[src/rtl/axi_rd_arbiter_pkg.sv]
// Shared definitions for the two-requester AXI4 read arbiter.
// Holds the CPU data/address width, FSM state encodings and AXI response codes.
package axi_rd_arbiter_pkg;

    localparam int CPU_WIDTH = 32;

    typedef enum logic [1:0] {
        ARB_IDLE = 2'd0,
        ARB_ADDR = 2'd1,
        ARB_DATA = 2'd2
    } arb_state_t;

    localparam logic [1:0] AXI_OKAY   = 2'b00;
    localparam logic [1:0] AXI_SLVERR = 2'b10;

endpackage

[src/rtl/axi_rd_arbiter_rr_arb2.sv]
// Two-way round-robin pick: a lone requester wins outright; on a tie the
// pointer decides. Purely combinational, the pointer itself lives in the parent.
module axi_rd_arbiter_rr_arb2 (
    input  logic [1:0] req,
    input  logic       rr,
    output logic       gnt
);

    assign gnt = (req == 2'b11) ? rr : req[1];

endmodule

[src/rtl/axi_rd_arbiter.sv]
// IFU/LSU read-channel arbiter onto a single AXI4 master: one burst in flight,
// round-robin on simultaneous requests, registered AR and combinational R steering.
module axi_rd_arbiter
    import axi_rd_arbiter_pkg::*;
#(
    parameter logic [3:0] IFU_ID = 4'h0,
    parameter logic [3:0] LSU_ID = 4'h1,
    parameter int         AW     = CPU_WIDTH,
    parameter int         DW     = CPU_WIDTH
) (
    input  logic          clock,
    input  logic          reset,

    input  logic          ifu_arvalid,
    output logic          ifu_arready,
    input  logic [AW-1:0] ifu_araddr,
    input  logic [7:0]    ifu_arlen,
    input  logic [2:0]    ifu_arsize,
    input  logic [1:0]    ifu_arburst,
    output logic          ifu_rvalid,
    input  logic          ifu_rready,
    output logic [DW-1:0] ifu_rdata,
    output logic [1:0]    ifu_rresp,
    output logic          ifu_rlast,

    input  logic          lsu_arvalid,
    output logic          lsu_arready,
    input  logic [AW-1:0] lsu_araddr,
    input  logic [7:0]    lsu_arlen,
    input  logic [2:0]    lsu_arsize,
    input  logic [1:0]    lsu_arburst,
    output logic          lsu_rvalid,
    input  logic          lsu_rready,
    output logic [DW-1:0] lsu_rdata,
    output logic [1:0]    lsu_rresp,
    output logic          lsu_rlast,

    output logic          m_arvalid,
    input  logic          m_arready,
    output logic [AW-1:0] m_araddr,
    output logic [3:0]    m_arid,
    output logic [7:0]    m_arlen,
    output logic [2:0]    m_arsize,
    output logic [1:0]    m_arburst,
    input  logic          m_rvalid,
    output logic          m_rready,
    input  logic [DW-1:0] m_rdata,
    input  logic [1:0]    m_rresp,
    input  logic          m_rlast,
    input  logic [3:0]    m_rid,

    output logic          proto_err
);

    arb_state_t    state;
    logic          gnt;
    logic          rr;
    logic          arvalid_q;
    logic [AW-1:0] araddr_q;
    logic [3:0]    arid_q;
    logic [7:0]    arlen_q;
    logic [2:0]    arsize_q;
    logic [1:0]    arburst_q;
    logic [7:0]    beat;
    logic          err_q;

    logic          pick;
    logic          grant_fire;
    logic          in_data;
    logic          r_fire;
    logic          err_set;

    axi_rd_arbiter_rr_arb2 u_rr_arb2 (
        .req ({lsu_arvalid, ifu_arvalid}),
        .rr  (rr),
        .gnt (pick)
    );

    // The reset term keeps arready low while reset is held, even if a requester is valid.
    assign grant_fire  = (state == ARB_IDLE) && (ifu_arvalid || lsu_arvalid) && reset;
    assign ifu_arready = grant_fire && !pick;
    assign lsu_arready = grant_fire && pick;

    assign in_data  = (state == ARB_DATA);
    assign m_rready = in_data && (gnt ? lsu_rready : ifu_rready);
    assign r_fire   = m_rvalid && m_rready;

    assign ifu_rvalid = in_data && !gnt && m_rvalid;
    assign ifu_rdata  = (in_data && !gnt) ? m_rdata : '0;
    assign ifu_rresp  = (in_data && !gnt) ? m_rresp : AXI_OKAY;
    assign ifu_rlast  = in_data && !gnt && m_rlast;

    assign lsu_rvalid = in_data && gnt && m_rvalid;
    assign lsu_rdata  = (in_data && gnt) ? m_rdata : '0;
    assign lsu_rresp  = (in_data && gnt) ? m_rresp : AXI_OKAY;
    assign lsu_rlast  = in_data && gnt && m_rlast;

    assign err_set = (m_rvalid && !in_data)
                  || (in_data && m_rvalid && (m_rid != arid_q))
                  || (r_fire && m_rlast && (beat != arlen_q))
                  || (r_fire && !m_rlast && (beat == arlen_q));

    assign m_arvalid = arvalid_q;
    assign m_araddr  = araddr_q;
    assign m_arid    = arid_q;
    assign m_arlen   = arlen_q;
    assign m_arsize  = arsize_q;
    assign m_arburst = arburst_q;
    assign proto_err = err_q;

    // Burst FSM: latch the winner's AR fields, hold them until accepted, then
    // count R beats until rlast and hand preference to the other requester.
    always_ff @(posedge clock or negedge reset) begin
        if (!reset) begin
            state     <= ARB_IDLE;
            gnt       <= 1'b0;
            rr        <= 1'b0;
            arvalid_q <= 1'b0;
            araddr_q  <= '0;
            arid_q    <= 4'h0;
            arlen_q   <= 8'h00;
            arsize_q  <= 3'h0;
            arburst_q <= 2'h0;
            beat      <= 8'h00;
            err_q     <= 1'b0;
        end else begin
            if (err_set) begin
                err_q <= 1'b1;
            end
            case (state)
                ARB_IDLE: begin
                    if (grant_fire) begin
                        gnt       <= pick;
                        araddr_q  <= pick ? lsu_araddr  : ifu_araddr;
                        arlen_q   <= pick ? lsu_arlen   : ifu_arlen;
                        arsize_q  <= pick ? lsu_arsize  : ifu_arsize;
                        arburst_q <= pick ? lsu_arburst : ifu_arburst;
                        arid_q    <= pick ? LSU_ID      : IFU_ID;
                        beat      <= 8'h00;
                        arvalid_q <= 1'b1;
                        state     <= ARB_ADDR;
                    end
                end
                ARB_ADDR: begin
                    if (m_arready) begin
                        arvalid_q <= 1'b0;
                        state     <= ARB_DATA;
                    end
                end
                ARB_DATA: begin
                    if (r_fire) begin
                        beat <= beat + 8'd1;
                        if (m_rlast) begin
                            rr    <= !gnt;
                            state <= ARB_IDLE;
                        end
                    end
                end
                default: state <= ARB_IDLE;
            endcase
        end
    end

endmodule

[config.mk]
export PLATFORM = sky130hd
export DESIGN_NAME = axi_rd_arbiter
export DESIGN_NICKNAME = d
export VERILOG_FILES = /design/src/rtl/axi_rd_arbiter_pkg.sv /design/src/rtl/axi_rd_arbiter_rr_arb2.sv /design/src/rtl/axi_rd_arbiter.sv
export SDC_FILE = /design/constraint.sdc
export NUM_CORES = 1
export LEC_CHECK = 0
export ABC_AREA = 1
export CAP_MARGIN = 20
export CORE_AREA = 2 2 104 106
export CTS_CLUSTER_DIAMETER = 120
export CTS_CLUSTER_SIZE = 16
export DETAILED_ROUTE_END_ITERATION = 10
export DIE_AREA = 0 0 106 108
export HOLD_SLACK_MARGIN = 0.12
export PLACE_DENSITY = 0.8
export SLEW_MARGIN = 5
export SYNTH_ARGS = -nofsm -noshare
export SYNTH_HDL_FRONTEND = slang
export SYNTH_HIERARCHICAL = 1
export SYNTH_SLANG_ARGS = --single-unit
[constraint.sdc]
create_clock -name clock -period 2 [get_ports clock]
set_clock_uncertainty 0.1 [all_clocks]
set_input_delay 0.4 -clock clock [delete_from_list [all_inputs] [get_ports clock]]
set_output_delay 0.4 -clock clock [all_outputs]
set_load 0.005 [all_outputs]
==> results.json, run 1 <==
{
  "slowest_stage": "clkdlybuf4s50_1",
  "cts.sinks": 59,
  "endpoint_kind": "primary output",
  "hold_buffers": 0,
  "synth_top_area_cell": "dfrtp_1",
  "grt_first_pass_wirelength_um": 20570,
  "start_util": 0.3341,
  "rsz0062_at_grt": "yes",
  "die_area_mm2": 0.01145,
  "n_fill_cell": 924,
  "io-pin-count": 263,
  "vias": 4194,
  "crit_buf_inv": 3,
  "ant_nets": 0,
  "r2r_start": "state[0]",
  "p_leak_nw": 3.209,
  "ys_seq_area_frac": 0.4319,
  "first_global_vias": 4181,
  "yosysWarningCount": 6,
  "grt_util_all_layers": 0.2259,
  "worst_slew_pin_slew_ps": 755.7,
  "worst_setup_path_start_kind": "input port",
  "setup_viol": 6,
  "synth_ff_type": "dfrtp_1",
  "num_rows": 37,
  "cts_tree": "done",
  "viasPerCell": 4.589,
  "wirelength_um": 13880,
  "multi_input_area_mm2": 0.001817,
  "status": "finished, violations left",
  "dpl.hpwl_um": 10090,
  "min_period_ps": 2069,
  "route.met3.wl_um": 869,
  "hold_path.class": "input port to async pin",
  "clk_pin_slew_ps": 70,
  "p_per_area_mw_per_mm2": 1181,
  "ys_async_sr_fraction": 1.000,
  "diodes": 0,
  "antenna_found_initial": 0,
  "clock-root-buffer": "clkbuf_8",
  "postSynthAreaPerCell_um2": 6.892,
  "synth.most_common_cell": "nand2_1",
  "violations": "negative setup slack",
  "top_layer": "met4",
  "overflow": 0,
  "areaGrowthSynthToFinish_pct": 89.64,
  "die_w_um": 106,
  "drc": 0,
  "path_cells": "clkdlybuf4s50_1, nor2_1, nor2_4, nand2_8, buf_12, nor2_8, buf_6",
  "drv_cap": 0,
  "hold_violations": 0,
  "synthesis.area_mm2": 0.003418,
  "worstPathArrival_ps": 1570,
  "vdd_drop_max_uv": 585.5,
  "max_freq_mhz": 483.2,
  "wl_met2_um": 7190,
  "wl_met1_um": 5620,
  "r2r_slack_ps": 30,
  "worst_slack_ps": -69.36,
  "core_area_mm2": 0.01023,
  "synthDominantCellAreaShare": 0.4319,
  "criticalPathCategory": "input port to primary output",
  "grt_max_degree": 60,
  "gp_congestion": 0.7895,
  "post-route-period-util": 1.035,
  "cts_buffers": 9,
  "required_ps": 1500,
  "p_total_mw": 7.658,
  "layout-drive-gt1-share": 0.2674,
  "seqCellArea_mm2": 0.001478,
  "cts_buffer_depth": 2,
  "ys_ff_latch": 59,
  "max_slew_margin": 0.4962,
  "cp_max_fo": 3,
  "ys_types": 29,
  "synth_edf_count": 0,
  "final_util": 0.6336,
  "netlist_instances": 496,
  "clk_latency_ps": 330,
  "critPathMaxStageDelay_ps": 500,
  "fin_nets": 911,
  "ff2ff_path_depth": 10,
  "drt-initial-drc-count": 222,
  "crit_family": "buffers and inverters",
  "rr_endpoint": "m_araddr[14]",
  "wl_per_cell_um": 15.19,
  "io_buffers": 259,
  "synth.area.top_cells": "dfrtp_1, nand2_1, nor2_1, nand3_1, inv_1",
  "cts_max_level": 3,
  "slew_viol_final": 0,
  "synth_common_cells": "nand2_1, nor2_1, dfrtp_1",
  "drtPass1Iterations": 5,
  "die_h_um": 108
}
==> worst reg2reg max path: cells and delay by family, from the launching register on <==
family                 cells  cell delay [ps]
buffers and inverters      4              740
and+or+nand+nor            6              620
DFF                        1              450
==> report_power, final <==
| group | internal [mW] | switching [mW] | leakage [nW] |
|---|---|---|---|
| logic | 2.39 | 2.10 | 2.37 |
| clock network | 0.577 | 0.489 | 0.100 |
| registers | 1.71 | 0.400 | 0.736 |
==> metrics by stage <==
stage | hold slack (ps) | area [µm²] | TNS, ps | setup slack, ps | std cells
global placement | 378.9 | 6172 | -11260 | -379.7 | 886
finish | 258.5 | 6482 | -148.0 | -69.36 | 914
CTS | 274.5 | 6449 | -2020 | -189.0 | 909
global route | 313.2 | 6482 | -2837 | -135.8 | 914
detailed placement | 384.8 | 6172 | -14270 | -414.3 | 886
floorplan | 4.409 | 3426 | 0 | 341.1 | 498
==> kinds of logic after synthesis <==
logic type,count (synthesis),share of synthesized area
flip-flops,59,0.4319
AND/OR/NAND/NOR,334,0.4206
XOR/XNOR,3,0.007688
buffers and inverters,83,0.1109
other,1,0.001097
AO/OA/AOI/OAI,15,0.02416
adder cells (fa/ha/maj),1,0.003660
==> flip-flops by register name, indices dropped and copies added, names as in the netlist <==
signal and count:
m_arvalid 1, m_arburst 2, beat 8, state 2, m_araddr 32, m_arsize 3, gnt 1, rr 1
m_arlen 8, proto_err 1
==> how the worst max path moves through the flow <==
stage,depth (start not counted),endpoint,from,slack (ps)
final,7,lsu_arready,ifu_arvalid,-70
after detailed placement,6,lsu_arready,ifu_arvalid,-410
after global routing,8,lsu_arready,state[0],-140
after CTS,9,lsu_arready,state[0],-190
after global placement,6,lsu_arready,ifu_arvalid,-380
after floorplan,7,ifu_arready,state[1],340
==> per-layer routing <==
metal | vias to the layer above | GRT usage
met5 | - | 0
met4 | 0 | 0.05451
met3 | 17 | 0.05847
met2 | 156 | 0.4023
met1 | 1969 | 0.2744
li1 | 2052 | -
==> cell usage in the layout, fill, tap and decap left out, drive strengths merged, types with 2 or more instances in the layout <==
cell	synthesis	layout
a21oi	6	6
buf	16	95
clkbuf	9	19
clkdlybuf4s50	0	182
clkinv	0	5
conb	1	3
dfrtp	59	59
dlygate4sd2	0	2
inv	58	58
nand2	186	186
nand3	56	56
nand4	3	3
nor2	86	86
o21ai	6	6
xnor2	3	3
==> layout make-up <==
type / instances / area share
Clock inverter: 6 / 0.01023
Timing Repair Buffer: 289 / 0.4013
Tap cell: 136 / 0.02625
Inverter: 58 / 0.03436
Multi-Input combinational cell: 356 / 0.2803
Clock buffer: 10 / 0.01969
Sequential cell: 59 / 0.2279
==> what timing repair did <==
item	4_1_cts	5_1_grt
setup buffers	6	2
cloned	1	4
resized for setup	186	205
endpoints found under the setup margin	75	116
pin swaps	4	4
Power figures use the tool's default switching activity.
==> run 2: changes to the inputs <==
- CAP_MARGIN: 20 -> default
==> results of run 2 <==
Final layout, timing and power as in run 1 (identical DEF).
==> run 3: changes to the inputs <==
- CORE_AREA: 2 2 104 106 -> 2 2 102 104
- CTS_BUF_LIST: default -> sky130_fd_sc_hd__clkbuf_8
- DIE_AREA: 0 0 106 108 -> 0 0 104 106
- PLACE_DENSITY: 0.8 -> 0.83
==> run 3 against run 2 <==
Net effect: the run still ends with negative setup slack left; clock power up 13%; setup slack got worse by 22 ps; via count rose by 2.8%; fmax shrank 1.1%; register-to-register slack better by 120 ps; non-clock buffer count rose by 10; design area up 5.1%; power up 9.8%; worst hold slack got worse by 20 ps; flip-flop and latch count is the same; routed wire length is 4.5% higher; critical path type is now flop to primary output; largest cell class unchanged; largest power group unchanged.
==> results.json, run 3 (same netlist as run 1, synthesis figures left out) <==
{
  "status": "finished, violations left",
  "violations": "negative setup slack",
  "dpl.hpwl_um": 10220,
  "ff2ff_path_depth": 10,
  "antenna_found_initial": 0,
  "largest_register_ffs": 32,
  "rsz0062_at_grt": "yes",
  "wirelength_um": 14500,
  "start_util": 0.3418,
  "io-pin-count": 263,
  "areaGrowthSynthToFinish_pct": 99.23,
  "p_leak_nw": 3.308,
  "top_layer": "met4",
  "p_per_area_mw_per_mm2": 1235,
  "clk_latency_ps": 340,
  "grt_util_all_layers": 0.2459,
  "io_buffers": 259,
  "overflow": 0,
  "max_slew_margin": 0.4946,
  "route.met3.wl_um": 852,
  "cts_buffer_depth": 2,
  "die_w_um": 104,
  "cts_buffers": 9,
  "hold_violations": 0,
  "wl_met2_um": 7509,
  "cts_tree": "done",
  "die_h_um": 106,
  "p_total_mw": 8.409,
  "gp_congestion": 0.8411,
  "layout.cells.most_common": "clkdlybuf4s50_1",
  "clk_pin_slew_ps": 70,
  "cts_max_level": 3,
  "diodes": 0,
  "core_area_mm2": 0.01000,
  "drc": 0,
  "drv_cap": 0,
  "r2r_slack_ps": 150,
  "hold_path.class": "input port to async pin",
  "grt_first_pass_wirelength_um": 21620,
  "wl_per_cell_um": 15.69,
  "vdd_drop_max_uv": 590.7,
  "slew_viol_final": 0,
  "rr_endpoint": "m_araddr[9]",
  "ant_nets": 0,
  "max_freq_mhz": 478.1,
  "setup_viol": 40,
  "layout-drive-gt1-share": 0.2678,
  "grt_max_degree": 60,
  "clock-root-buffer": "clkbuf_8",
  "finalSetupTns_ps": -736.9,
  "post-route-period-util": 1.046,
  "die_area_mm2": 0.01102,
  "min_period_ps": 2092,
  "cp_max_fo": 6,
  "worst_setup_path_start_kind": "flop",
  "num_rows": 37,
  "worst_slew_pin_slew_ps": 758.1,
  "first_global_vias": 4315,
  "r2r_start": "state[0]",
  "viasPerCell": 4.668,
  "mostFrequentLayoutCells": "clkdlybuf4s50_1, nand2_1, buf_2, dfrtp_1, inv_1",
  "worst_slack_ps": -91.73,
  "criticalPathCategory": "flop to primary output",
  "endpoint_kind": "primary output",
  "required_ps": 1500,
  "fin_nets": 921,
  "cts.sinks": 59,
  "drtPass1Iterations": 4,
  "vias": 4313,
  "wl_met1_um": 5726,
  "worstPathArrival_ps": 1590,
  "drt-initial-drc-count": 246
}
## run 3: cell count changes in the layout (fill, tap and decap cells not counted), sizes merged
cell / change
inv: +2
buf: +9
clkinvlp: +2
clkdlybuf4s50: +1
dlymetal6s2s: -1
clkbuf: +1
dlygate4sd2: -1
clkinv: -4
bufinv: +1
## run 3: power breakdown
group | switching [mW] | internal (mW) | total (mW)
clock | 0.511 | 0.699 | 1.21
sequential | 0.398 | 1.70 | 2.10
combinational | 2.32 | 2.77 | 5.10
## run 3: final cells by class
type	count	area, µm²
well taps	136	170.2
clock inverters	7	92.59
inverters	58	222.7
multi-input cells	356	1953
fillers	815	3189
repair buffers	299	2770
flip-flops and latches	59	1478
clock buffers	9	123.9
## run 3: how the worst max path moves through the flow
stage	start	to
4_1_cts	state[1]	lsu_rdata[24]
3_5_place_dp	ifu_arvalid	ifu_arready
2_1_floorplan	state[1]	ifu_arready
5_1_grt	state[0]	lsu_rdata[6]
3_3_place_gp	ifu_arvalid	ifu_arready
6_report	state[0]	lsu_rdata[12]
## run 3: per-layer routing
layer  vias up  global-route usage
met5         -                   0
met4         0             0.09846
met3        33             0.06376
met2       156              0.4281
met1      2048              0.2899
li1       2076                   -
## run 3: repair_timing
action | CTS | global route
buffers inserted | 9 | 6
gates cloned | 4 | 3
gates resized for setup | 311 | 118
endpoints found under the setup margin | 75 | 120
endpoints found under the hold margin | 0 | 0
pin swaps | 5 | 7
hold buffers | 0 | 0
## run 3: critical path: stages (launching register included)
cell and delay, ps:
dfrtp_2 440, nor2_8 160, nand2_4 80, buf_6 140, buf_8 130, buf_6 110
nor2_1 70, buf_2 120
## run 3: per-stage QoR
step | hold WS (ps) | utilization | instance area [µm²] | instances | setup slack (ps)
after floorplan | 4.409 | - | 3426 | 498 | 341.1
after global placement | 379.4 | 0.6180 | 6180 | 887 | -374.1
after detailed placement | 382.5 | 0.6180 | 6180 | 887 | -389.4
after CTS | 276.2 | 0.6497 | 6496 | 916 | -169.1
after global routing | 305.7 | 0.6811 | 6810 | 924 | -136.8
final | 238.4 | 0.6811 | 6810 | 924 | -91.73
